===== src/rtl/sink_stats_scheduler_pkg.sv =====
// Shared types for the sink statistics scheduler: FSM state encoding,
// the per-port statistics record layout and the default port count.
package sink_stats_scheduler_pkg;

    localparam int NUM_PORTS_DEF = 8;
    localparam int MAX_PORT_W    = 6;

    typedef enum logic [2:0] {
        ST_IDLE    = 3'd0,
        ST_WARMUP  = 3'd1,
        ST_MEASURE = 3'd2,
        ST_DRAIN   = 3'd3,
        ST_READOUT = 3'd4,
        ST_DONE    = 3'd5
    } sched_state_t;

    typedef struct packed {
        logic [MAX_PORT_W-1:0] port;
        logic [23:0]           latency;
        logic [15:0]           count;
        logic                  error;
    } stat_rec_t;

endpackage


===== src/rtl/sink_stats_scheduler_phase_timer.sv =====
// Loadable 16-bit down-counter timing one run phase; a loaded length of N
// keeps expired_o low for max(N,1)-1 cycles, so the phase lasts max(N,1).
module phase_timer (
    input  logic        clk_i,
    input  logic        rst_i,
    input  logic        load_i,
    input  logic [15:0] len_i,
    output logic        expired_o
);

    logic [15:0] count_q, count_d;

    always_comb begin
        count_d = count_q;
        if (load_i) begin
            count_d = (len_i == 16'd0) ? 16'd0 : len_i - 16'd1;
        end else if (count_q != 16'd0) begin
            count_d = count_q - 16'd1;
        end
    end

    always_ff @(posedge clk_i) begin
        if (rst_i) begin
            count_q <= 16'd0;
        end else begin
            count_q <= count_d;
        end
    end

    assign expired_o = (count_q == 16'd0);

endmodule


===== src/rtl/sink_stats_scheduler.sv =====
// Measurement-window controller and per-port statistics readout scheduler.
// Optional running totals are built when SINK_SCHED_TOTALS_EN is defined.
module sink_stats_scheduler
    import sink_stats_scheduler_pkg::*;
#(
    parameter int NUM_PORTS = NUM_PORTS_DEF,
    parameter int PORT_W    = (NUM_PORTS > 1) ? $clog2(NUM_PORTS) : 1
) (
    input  logic                        clk_i,
    input  logic                        rst_i,
    input  logic                        start_i,
    input  logic                        abort_i,
    input  logic [15:0]                 warmup_cycles_i,
    input  logic [15:0]                 measure_cycles_i,
    input  logic [15:0]                 drain_cycles_i,
    input  logic [NUM_PORTS-1:0][23:0]  sink_latency_i,
    input  logic [NUM_PORTS-1:0][15:0]  sink_count_i,
    input  logic [NUM_PORTS-1:0]        sink_error_i,
    output logic [15:0]                 timestamp_o,
    output logic                        src_en_o,
    output logic                        sink_clr_o,
    output logic                        busy_o,
    output logic                        done_o,
    output sched_state_t                state_o,
    input  logic                        rec_ready_i,
    output logic                        rec_valid_o,
    output logic [PORT_W-1:0]           rec_port_o,
    output logic [23:0]                 rec_latency_o,
    output logic [15:0]                 rec_count_o,
    output logic                        rec_error_o
`ifdef SINK_SCHED_TOTALS_EN
    ,
    output logic [31:0]                 total_latency_o,
    output logic [23:0]                 total_count_o,
    output logic                        any_error_o
`endif
);

    localparam logic [PORT_W-1:0] LAST_PORT = PORT_W'(NUM_PORTS - 1);

    sched_state_t      state_q, state_d;
    logic [15:0]       meas_len_q, meas_len_d, drain_len_q, drain_len_d;
    logic [15:0]       ts_q;
    logic [PORT_W-1:0] port_q, port_d, cap_idx;
    stat_rec_t         rec_q, rec_d;
    logic              rec_valid_q, rec_valid_d;
    logic              src_en_q, sink_clr_q, busy_q, done_q;
    logic              timer_load, timer_expired;
    logic [15:0]       timer_len;
    logic              clr_totals, accept;

    phase_timer u_timer (
        .clk_i     (clk_i),
        .rst_i     (rst_i),
        .load_i    (timer_load),
        .len_i     (timer_len),
        .expired_o (timer_expired)
    );

    // Record channel: a record transfers on a cycle where rec_valid_o and
    // rec_ready_i are both high; while valid and not ready the payload holds.
    always_comb begin
        state_d     = state_q;
        meas_len_d  = meas_len_q;
        drain_len_d = drain_len_q;
        port_d      = port_q;
        rec_d       = rec_q;
        rec_valid_d = rec_valid_q;
        timer_load  = 1'b0;
        timer_len   = warmup_cycles_i;
        clr_totals  = 1'b0;
        accept      = 1'b0;
        cap_idx     = port_q;
        if (abort_i) begin
            state_d     = ST_IDLE;
            rec_valid_d = 1'b0;
            port_d      = '0;
            clr_totals  = 1'b1;
        end else begin
            case (state_q)
                ST_IDLE, ST_DONE: begin
                    if (start_i) begin
                        state_d     = ST_WARMUP;
                        timer_load  = 1'b1;
                        timer_len   = warmup_cycles_i;
                        meas_len_d  = measure_cycles_i;
                        drain_len_d = drain_cycles_i;
                        clr_totals  = 1'b1;
                    end
                end
                ST_WARMUP: begin
                    if (timer_expired) begin
                        state_d    = ST_MEASURE;
                        timer_load = 1'b1;
                        timer_len  = meas_len_q;
                    end
                end
                ST_MEASURE: begin
                    if (timer_expired) begin
                        state_d    = ST_DRAIN;
                        timer_load = 1'b1;
                        timer_len  = drain_len_q;
                    end
                end
                ST_DRAIN: begin
                    if (timer_expired) begin
                        state_d = ST_READOUT;
                        port_d  = '0;
                    end
                end
                ST_READOUT: begin
                    // First READOUT cycle captures port 0 from the now-frozen sinks.
                    if (!rec_valid_q) begin
                        rec_valid_d = 1'b1;
                    end else if (rec_ready_i) begin
                        accept = 1'b1;
                        if (port_q == LAST_PORT) begin
                            state_d     = ST_DONE;
                            rec_valid_d = 1'b0;
                        end else begin
                            port_d  = port_q + 1'b1;
                            cap_idx = port_q + 1'b1;
                        end
                    end
                    if (!rec_valid_q || (rec_ready_i && port_q != LAST_PORT)) begin
                        rec_d.port    = MAX_PORT_W'(cap_idx);
                        rec_d.latency = sink_latency_i[cap_idx];
                        rec_d.count   = sink_count_i[cap_idx];
                        rec_d.error   = sink_error_i[cap_idx];
                    end
                end
                default: state_d = ST_IDLE;
            endcase
        end
    end

    always_ff @(posedge clk_i) begin
        if (rst_i) begin
            state_q     <= ST_IDLE;
            meas_len_q  <= 16'd0;
            drain_len_q <= 16'd0;
            ts_q        <= 16'd0;
            port_q      <= '0;
            rec_q       <= '0;
            rec_valid_q <= 1'b0;
            src_en_q    <= 1'b0;
            sink_clr_q  <= 1'b1;
            busy_q      <= 1'b0;
            done_q      <= 1'b0;
        end else begin
            state_q     <= state_d;
            meas_len_q  <= meas_len_d;
            drain_len_q <= drain_len_d;
            ts_q        <= ts_q + 16'd1;
            port_q      <= port_d;
            rec_q       <= rec_d;
            rec_valid_q <= rec_valid_d;
            src_en_q    <= (state_d == ST_WARMUP) || (state_d == ST_MEASURE);
            sink_clr_q  <= (state_d == ST_IDLE) || (state_d == ST_WARMUP);
            busy_q      <= (state_d == ST_WARMUP) || (state_d == ST_MEASURE) ||
                           (state_d == ST_DRAIN) || (state_d == ST_READOUT);
            done_q      <= (state_d == ST_DONE);
        end
    end

    assign timestamp_o   = ts_q;
    assign src_en_o      = src_en_q;
    assign sink_clr_o    = sink_clr_q;
    assign busy_o        = busy_q;
    assign done_o        = done_q;
    assign state_o       = state_q;
    assign rec_valid_o   = rec_valid_q;
    assign rec_port_o    = rec_q.port[PORT_W-1:0];
    assign rec_latency_o = rec_q.latency;
    assign rec_count_o   = rec_q.count;
    assign rec_error_o   = rec_q.error;

    logic unused_port_bits;
    assign unused_port_bits = ^rec_q.port;

`ifdef SINK_SCHED_TOTALS_EN
    logic [31:0] total_latency_q;
    logic [23:0] total_count_q;
    logic        any_error_q;

    always_ff @(posedge clk_i) begin
        if (rst_i || clr_totals) begin
            total_latency_q <= 32'd0;
            total_count_q   <= 24'd0;
            any_error_q     <= 1'b0;
        end else if (accept) begin
            total_latency_q <= total_latency_q + {8'd0, rec_q.latency};
            total_count_q   <= total_count_q + {8'd0, rec_q.count};
            any_error_q     <= any_error_q | rec_q.error;
        end
    end

    assign total_latency_o = total_latency_q;
    assign total_count_o   = total_count_q;
    assign any_error_o     = any_error_q;
`else
    logic unused_totals;
    assign unused_totals = clr_totals ^ accept;
`endif

endmodule

===== config.mk =====
export PLATFORM = sky130hd
export DESIGN_NAME = sink_stats_scheduler
export DESIGN_NICKNAME = d
export VERILOG_FILES = /design/src/rtl/sink_stats_scheduler_pkg.sv /design/src/rtl/sink_stats_scheduler_phase_timer.sv /design/src/rtl/sink_stats_scheduler.sv
export SDC_FILE = /design/constraint.sdc
export NUM_CORES = 1
export LEC_CHECK = 0
export ABC_AREA = 1
export CORE_AREA = 2 2 176 178
export CTS_CLUSTER_DIAMETER = 80
export CTS_CLUSTER_SIZE = 20
export DETAILED_ROUTE_END_ITERATION = 16
export DIE_AREA = 0 0 178 180
export SLEW_MARGIN = 20
export SYNTH_ARGS = -nofsm -noshare
export SYNTH_HDL_FRONTEND = slang
export SYNTH_SLANG_ARGS = --single-unit

===== constraint.sdc =====
create_clock -name clk_i -period 3.2 [get_ports clk_i]
set_input_delay 0.96 -clock clk_i [delete_from_list [all_inputs] [get_ports clk_i]]
set_output_delay 0.96 -clock clk_i [all_outputs]
set_load 0.005 [all_outputs]

==> results.txt, run 1 <==
----------------------------------------------------
[Status]
  Result of the run ... finished, final reports clean

[Setup path]
  Slowest-stage cell, CP ... sky130_fd_sc_hd__clkdlybuf4s50_1
  Worst-path maximum fanout ... 23
  Worst setup path endpoint ... rec_latency_o[9]
  Delay of the slowest cell on the worst path ... 0.51 ns
  Family with the most delay on the worst path ... buffers and inverters
  Critical path, cell by cell ... clkdlybuf4s50_1 -> nand3_1 -> buf_4 -> o21ai_4 -> buf_12 -> buf_4 -> o21ai_0 -> o22ai_1 -> nand2_1 -> nand3_1 -> nand2_1 -> inv_1
  Critical path launch point ... rec_ready_i
  Kind of capture point of the worst setup path ... flop
  Startpoint-to-endpoint class of the critical path ... primary input to flop
  Sum of buffers and inverters on the critical path ... 5
  Reg-to-Reg End ... u_timer.count_q[8]
  Kind of launch point of the worst setup path ... primary input
  Setup slack of the most critical reg-to-reg path ... 0.53 ns
  Arrival time of data at the critical path endpoint ... 3.42 ns
  Reg2Reg Launch Point ... u_timer.count_q[0]
  Number of cells on the critical path ... 12
  Number of cell instances on the worst register-to-register path ... 20
  Worst path required time ... 3.57 ns

[Pwr]
  Post-layout total power ... 0.00563 W
  IR Drop Worst-Case VDD ... 0.370 mV
  Total power divided by cell area ... 386 nW/um2
  Leakage power of the design ... 5.95 nW

[Logic synthesis]
  Count of flip-flops with a built-in enable after synthesis ... 0
  Synthesized area divided by synthesized cell count ... 5.97 um2
  Synth cell types ... 44
  Mapped Cells ... 1435
  Share of flip-flops with an asynchronous set or reset ... 0%
  Syn Nets ... 1821
  Post-synth top flop ... sky130_fd_sc_hd__dfxtp_1
  FF+latch count, synth ... 119
  Netlist Area Pre-Place ... 8560 um2
  YS warnings ... 0
  Register area share after synthesis ... 27.8%

[Flow run]
  Max_cap viols ... 0

[Detailed routing]
  Antenna Nets Post-Route ... 0
  Overall via count from detail_route ... 11400
  Remaining routing DRC violations ... 0
  Initial detailed-routing violation count ... 630
  Routed wire length ... 44400 um
  Average via count per standard cell ... 4.98
  DR WL/cell ... 19.3 um
  TritonRoute pass-1 iters ... 5

[Timing]
  Min Hold Slack ... 0.451 ns
  Number of hold violations in the final report ... 0
  Period utilization ... 95.4%
  Highest clock frequency the design can meet ... 327 MHz
  Final max-slew violation count ... 0
  Layout Skew ... 0.0103 ns
  Worst-Margin Slew ... 0.763 ns
  Setup violators final ... 0
  Setup repair after global routing missed its margin ... false
  Min cycle time layout ... 3.05 ns
  Max-slew headroom ... 48.6%

[Clock network]
  CTS tree ... yes
  Maximum buffer depth of the clock tree ... 2
  Clock Latency Late Sink ... 0.42 ns
  Buffer cell driving the clock tree root ... sky130_fd_sc_hd__clkbuf_16
  PostCTS Resize Cnt ... 0
  Clock slew at the register clock pins of the worst setup and hold paths ... 0.06 ns
  CTS buffer count ... 17
  Htree depth ... 4
  Clock sink count ... 119

[Place]
  HPWL Detailed ... 35600 um
  Port Buf Inserts ... 448
  Routability Congestion ... 1.06
  Standard cell area after detailed placement ... 13900 um2
  Placed cell count ... 2258

[Floorplanning]
  Count of boundary I/O pins ... 449
  Floorplan die area ... 32000 um2
  Initial Utilization ... 28.4%
  Chip Height ... 180 um
  Core footprint ... 30200 um2
  Core Rows ... 64
  Horizontal die dimension ... 178 um

[Finish]
  Fin area ... 14600 um2
  Total Nets Final ... 2268
  Multi-input gate area in the final layout ... 5390 um2
  Total area of sequential cells ... 2380 um2
  Layout filler cell count ... 3119
  Filler-free cell count of the finished design ... 2300
  Layout cell share with drive strength beyond 1 ... 9.55%
  Area Overhead vs Synth ... 70.3%

[Worst hold path]
  HP Class ... flop to flop

[Global route]
  Pin count of the biggest net entering global routing ... 38
  All-Layer GR Usage ... 26.9%
  Via count of the first global-routing pass ... 11000
  Initial antenna violation count ... 9
  Overall overflow remaining after global route ... 0
  Global-route wire length before repair ... 65600 um

----------------------------------------------------
==> how the worst min path moves through the flow <==
stage | end | slack (ns) | cells after the start | startpoint
final | meas_len_q[13] | 0.45 | 2 | meas_len_q[13]
after global routing | meas_len_q[13] | 0.47 | 2 | meas_len_q[13]
after CTS | meas_len_q[13] | 0.45 | 2 | meas_len_q[13]
after detailed placement | meas_len_q[13] | 0.44 | 2 | meas_len_q[13]
after global placement | meas_len_q[13] | 0.44 | 2 | meas_len_q[13]
after floorplan | meas_len_q[4] | 0.43 | 2 | meas_len_q[4]
==> report_power, final <==
| part | switching [W] | internal (W) |
|---|---|---|
| clock network | 0.000839 | 0.00112 |
| registers | 0.000119 | 0.00161 |
| logic | 0.00104 | 0.000916 |
| total | 0.00199 | 0.00364 |
==> cells in the final DEF, fill, tap and decap left out, drive strengths merged, types with 2 or more instances in the layout <==
cell	synthesis	layout
a21oi	69	69
buf	22	74
clkbuf	72	17
clkdlybuf4s50	0	448
clkinv	2	4
dfxtp	119	119
diode	0	9
ha	5	5
inv	111	122
nand2	324	324
nand3	122	122
nand4	14	14
nor2	240	240
nor3	7	7
nor3b	2	2
nor4	2	2
o21a	2	2
o21ai	211	211
o21bai	2	2
o22ai	86	86
o31ai	3	3
or2	3	3
xnor2	3	3
xor2	8	8
==> registers in the layout, indices dropped and copies added (netlist names), 3 cells and up <==
signal / count
state_o: 3
drain_len_q: 16
timestamp_o: 16
port_q: 3
rec_port_o: 3
u_timer.count_q: 16
rec_latency_o: 24
rec_count_o: 16
meas_len_q: 16
==> worst register-to-register path, cell delays in order (launching register included) <==
cell                      delay (ns)
sky130_fd_sc_hd__dfxtp_1        0.33
sky130_fd_sc_hd__inv_1          0.10
sky130_fd_sc_hd__ha_1           0.20
sky130_fd_sc_hd__inv_1          0.05
sky130_fd_sc_hd__nor2_1         0.08
sky130_fd_sc_hd__nand2_1        0.06
sky130_fd_sc_hd__nor2_2         0.19
sky130_fd_sc_hd__nand2_4        0.18
sky130_fd_sc_hd__nor2_4         0.22
sky130_fd_sc_hd__nand2_1        0.09
sky130_fd_sc_hd__nand3_2        0.07
sky130_fd_sc_hd__a21oi_2        0.06
sky130_fd_sc_hd__ha_1           0.20
sky130_fd_sc_hd__nand3_1        0.08
sky130_fd_sc_hd__nor2_1         0.05
sky130_fd_sc_hd__nand3_2        0.09
sky130_fd_sc_hd__nor2_4         0.04
sky130_fd_sc_hd__nor2_4         0.12
sky130_fd_sc_hd__buf_12         0.15
sky130_fd_sc_hd__nand3_1        0.09
sky130_fd_sc_hd__a21oi_1        0.13
==> cells by family (layout without fill, tap and decap cells) <==
kind of cell	Yosys count	after routing	share of synthesized area (%)
AND/OR/NAND/NOR	714	714	36.8
XOR/XNOR	11	11	1.13
other	0	9	0
AO/OA/AOI/OAI	379	379	24.0
flip-flops	119	119	27.8
adder cells (fa/ha/maj)	5	5	0.731
buffers and inverters	207	667	9.54
==> stage by stage <==
step	utilization, %	setup TNS (ns)	setup WS, ns
2_1_floorplan	-	0	0.639
3_3_place_gp	46.2	-0.298	-0.167
3_5_place_dp	46.2	-0.331	-0.183
4_1_cts	48.2	0	0.253
5_1_grt	48.3	0	0.105
6_report	48.3	0	0.146
==> synth_stat cells, types with 3 or more instances <==
cell type	instances	share of area, %
sky130_fd_sc_hd__nand2_1	313	14
sky130_fd_sc_hd__nor2_1	216	9.5
sky130_fd_sc_hd__o21ai_0	208	12
sky130_fd_sc_hd__dfxtp_1	119	28
sky130_fd_sc_hd__nand3_1	108	6.3
sky130_fd_sc_hd__inv_1	98	4.3
sky130_fd_sc_hd__o22ai_1	86	6.3
sky130_fd_sc_hd__clkbuf_1	72	3.2
sky130_fd_sc_hd__a21oi_1	66	3.9
sky130_fd_sc_hd__nand4_1	14	1.0
sky130_fd_sc_hd__nor2_4	14	1.8
sky130_fd_sc_hd__buf_2	13	0.76
sky130_fd_sc_hd__inv_2	13	0.57
sky130_fd_sc_hd__nand3_2	12	1.4
sky130_fd_sc_hd__nand2_2	10	0.73
sky130_fd_sc_hd__nor2_2	10	0.73
sky130_fd_sc_hd__xor2_1	8	0.82
sky130_fd_sc_hd__nor3_1	6	0.35
sky130_fd_sc_hd__buf_1	5	0.22
sky130_fd_sc_hd__ha_1	5	0.73
sky130_fd_sc_hd__a21oi_2	3	0.31
sky130_fd_sc_hd__o31ai_1	3	0.26
sky130_fd_sc_hd__xnor2_1	3	0.31
==> metal layers <==
layer	vias to the layer above	part of all wire, %	GRT usage [%]
li1	5691	-	-
met1	5245	42	33.5
met2	447	46	44.4
met3	60	8.8	7.32
met4	0	2.8	9.08
met5	-	0	0
==> what timing repair did <==
item | 4_1_cts | 5_1_grt
hold buffers | 0 | 0
setup buffers | 0 | 1
endpoints found under the setup margin | 0 | 1
==> area by class of cell <==
cell class	instances	share of cell area, %
multi-input combinational	1109	37.0
timing repair buffer	522	36.1
sequential	119	16.3
tap	396	3.40
inverter	113	2.93
clock buffer	17	2.92
clock inverter	15	1.19
antenna	9	0.154
Note: power is estimated with default switching activity, not from simulation.
==> inputs of run 2 (changes only) <==
--- a/config.mk
+++ b/config.mk
@@ -5,12 +5,11 @@
 export SDC_FILE = /design/constraint.sdc
 export NUM_CORES = 1
 export LEC_CHECK = 0
-export ABC_AREA = 1
-export CORE_AREA = 2 2 176 178
+export CORE_AREA = 2 2 174 176
 export CTS_CLUSTER_DIAMETER = 80
 export CTS_CLUSTER_SIZE = 20
 export DETAILED_ROUTE_END_ITERATION = 16
-export DIE_AREA = 0 0 178 180
+export DIE_AREA = 0 0 176 178
 export SLEW_MARGIN = 20
 export SYNTH_ARGS = -nofsm -noshare
 export SYNTH_HDL_FRONTEND = slang
==> constraint.sdc (replaced) <==
create_clock -name clk_i -period 3.7 [get_ports clk_i]
set_input_delay 1.11 -clock clk_i [delete_from_list [all_inputs] [get_ports clk_i]]
set_output_delay 1.11 -clock clk_i [all_outputs]
set_load 0.005 [all_outputs]
==> run 2 against run 1 <==
Net effect: register-to-register slack worse by 0.25 ns; cell count is 9.3% lower; clock power is 13% lower; largest cell class unchanged; sequential cell count stayed put; sequential power is 13% lower; wire length is 12% lower.
==> results.txt, run 2 <==
----------------------------------------------------
[Clock network]
  Buffer cell driving the clock tree root ... sky130_fd_sc_hd__clkbuf_16
  Post-CTS Setup Bufs ... 0
  Clock sink count ... 119
  PostCTS Resize Cnt ... 0
  CTS tree ... yes
  Hold-fix buffers, CTS ... 0
  CTS buffer count ... 17
  Htree depth ... 4
  Clock Latency Late Sink ... 0.42 ns
  Clock slew at the register clock pins of the worst setup and hold paths ... 0.06 ns
  Maximum buffer depth of the clock tree ... 2

[Timing]
  Max-slew headroom ... 56.7%
  Setup TNS ... 0 ns
  Worst-Margin Slew ... 0.649 ns
  Min Hold Slack ... 0.454 ns
  Setup violators final ... 0
  Period utilization ... 92.4%
  Number of hold violations in the final report ... 0
  Min cycle time layout ... 3.42 ns
  Setup repair after global routing missed its margin ... false
  Layout Skew ... 0.0182 ns
  Highest clock frequency the design can meet ... 293 MHz
  Final max-slew violation count ... 0

[Flow run]
  Max_cap viols ... 0

[Logic synthesis]
  Post-synth top flop ... sky130_fd_sc_hd__dfxtp_1
  Synthesized area divided by synthesized cell count ... 6.54 um2
  Cell with the most instances after synthesis ... sky130_fd_sc_hd__nand2_1
  Netlist Area Pre-Place ... 8240 um2
  Count of flip-flops with a built-in enable after synthesis ... 0
  Cell type contributing the most total cell area after synthesis ... sky130_fd_sc_hd__dfxtp_1
  Share of flip-flops with an asynchronous set or reset ... 0%
  Area fraction of the dominant cell type after synthesis ... 28.9%
  Ranking of synthesized cells by instance count ... sky130_fd_sc_hd__nand2_1 (416), sky130_fd_sc_hd__dfxtp_1 (119), sky130_fd_sc_hd__clkbuf_1 (100)
  YS warnings ... 0
  Largest cells by area after synthesis ... sky130_fd_sc_hd__dfxtp_1 (29%), sky130_fd_sc_hd__nand2_1 (19%), sky130_fd_sc_hd__nand3_1 (5.8%), sky130_fd_sc_hd__clkbuf_1 (4.6%), sky130_fd_sc_hd__nor2_1 (4.5%)
  Syn Nets ... 1646
  Register area share after synthesis ... 28.9%
  Mapped Cells ... 1260
  Synth cell types ... 59
  FF+latch count, synth ... 119

[Setup path]
  Arrival time of data at the critical path endpoint ... 3.71 ns
  Worst-path maximum fanout ... 12
  Worst path required time ... 3.99 ns
  Kind of launch point of the worst setup path ... flop
  Kind of capture point of the worst setup path ... flop
  Startpoint-to-endpoint class of the critical path ... flop to flop

[Finish]
  Largest register FFs ... 24
  Layout cell share with drive strength beyond 1 ... 7.04%
  Filler-free cell count of the finished design ... 2086
  Area Overhead vs Synth ... 70.7%
  Most common library cell in the layout ignoring fill and taps ... sky130_fd_sc_hd__clkdlybuf4s50_1
  Layout filler cell count ... 2953
  Fin area ... 14100 um2
  Commonest cells after routing, fill and taps aside ... sky130_fd_sc_hd__clkdlybuf4s50_1 (447), sky130_fd_sc_hd__nand2_1 (416), sky130_fd_sc_hd__dfxtp_1 (119)
  Total Nets Final ... 2064

[Pwr]
  IR Drop Worst-Case VDD ... 0.361 mV
  Switching Power ... 0.00143 W
  Total power divided by cell area ... 321 nW/um2
  Int Pwr ... 0.00308 W
  Share of total power in combinational logic ... 29.1%
  Sequential Power Share ... 33.0%
  Leakage power of the design ... 5.32 nW
  Clk network pwr share ... 37.9%
  Post-layout total power ... 0.00451 W
  Switching Share ... 31.8%

[Global route]
  Global routing usage on met2 ... 42.6%
  Initial antenna violation count ... 11
  All-Layer GR Usage ... 24.3%
  Via count of the first global-routing pass ... 10400
  Pin count of the biggest net entering global routing ... 89
  Overall overflow remaining after global route ... 0
  Global-route wire length before repair ... 58600 um
  Grt met1 use ... 28.3%
  Most utilized layer in the global route result ... met2
  Global routing usage on met3 ... 7.84%

[Floorplanning]
  Core Rows ... 63
  Initial Utilization ... 28.0%
  Core footprint ... 29400 um2
  Horizontal die dimension ... 176 um
  Count of boundary I/O pins ... 449
  Floorplan die area ... 31300 um2
  Chip Height ... 178 um

[Status]
  Result of the run ... finished, final reports clean

[Detailed routing]
  Average via count per standard cell ... 5.12
  DR WL/cell ... 18.7 um
  Antenna Nets Post-Route ... 0
  Remaining routing DRC violations ... 0
  TritonRoute pass-1 iters ... 8
  Initial detailed-routing violation count ... 687
  Overall via count from detail_route ... 10700
  Routed wire length ... 39000 um

[Place]
  Routability Congestion ... 0.951
  HPWL Detailed ... 30200 um
  Placed cell count ... 2049
  Standard cell area after detailed placement ... 13500 um2
  Port Buf Inserts ... 448

[Worst hold path]
  HP Class ... flop to flop

----------------------------------------------------
run 2: changes by cell type in the layout (fill, tap and decap cells not counted), sizes merged, moves of 24 or more:
| cell | delta |
|---|---|
| o22ai | -72 |
| nor2 | -142 |
| nand2 | +93 |
| a211oi | +45 |
| nand3 | -24 |
| o21ai | -201 |
| inv | -104 |
| a311oi | +41 |
| a31oi | +47 |
| and3 | +48 |
run 2: critical path: stages (launching register included):
cell and delay, ns:
sky130_fd_sc_hd__dfxtp_1 0.34, sky130_fd_sc_hd__inv_1 0.14, sky130_fd_sc_hd__ha_1 0.21, sky130_fd_sc_hd__or4b_2 0.62, sky130_fd_sc_hd__or4_4 0.61, sky130_fd_sc_hd__or4b_4 0.57
sky130_fd_sc_hd__a21oi_4 0.23, sky130_fd_sc_hd__buf_4 0.19, sky130_fd_sc_hd__a21oi_1 0.06, sky130_fd_sc_hd__a211oi_1 0.25, sky130_fd_sc_hd__nor3b_1 0.08
run 2: layout make-up:
class                      count  area, um2  area share (%)
antenna                        5       12.5          0.0889
clock buffer                  17        425            3.02
clock inverter                15        170            1.21
inverter                       6       22.5           0.160
multi-input combinational   1026       5490            39.0
sequential                   119       2380            16.9
tap                          390        488            3.47
timing repair buffer         508       5080            36.1
run 2: final timing paths:
check                          start                  to  slack, ns  depth (start not counted)
setup / recovery  u_timer.count_q[1]  u_timer.count_q[9]       0.28                         10
hold / removal        drain_len_q[2]      drain_len_q[2]       0.45                          2
setup reg to reg  u_timer.count_q[1]  u_timer.count_q[9]       0.28                         10
hold reg to reg       drain_len_q[2]      drain_len_q[2]       0.45                          2
run 2: kinds of logic (layout without fill, tap and decap cells):
group           after synthesis  count (layout)  synth area share, %
compound gates              249             249                 20.9
xor+xnor                     38              38                 4.04
fa+ha+maj                     5               5                0.759
buf+inv                     115             546                 5.43
flops                       119             119                 28.9
mux                           6               6                0.759
other cells                   0               5                    0
simple gates                728             728                 39.2
run 2: stage by stage:
stage / utilization, % / setup slack (ns)
after CTS: 47.8 / 0.319
after global placement: 45.8 / 0.0998
after floorplan: - / 0.176
after detailed placement: 45.8 / -0.00335
final: 47.9 / 0.281
after global routing: 47.8 / 0.165
run 2: power groups by stage:
stage          Combinational, W  Clock [W]  Sequential (W)
2_1_floorplan          0.000691          0         0.00148
3_3_place_gp            0.00129          0         0.00151
3_5_place_dp            0.00130          0         0.00151
4_1_cts                 0.00131    0.00175         0.00148
5_1_grt                 0.00144    0.00182         0.00150
6_report                0.00131    0.00171         0.00149
run 2: layer usage:
metal  vias to the layer above  part of all wire, %
li1                       5254                    -
met1                      4964                   39
met2                       390                   50
met3                        63                  7.9
met4                        14                  2.6
met5                         -                 0.22
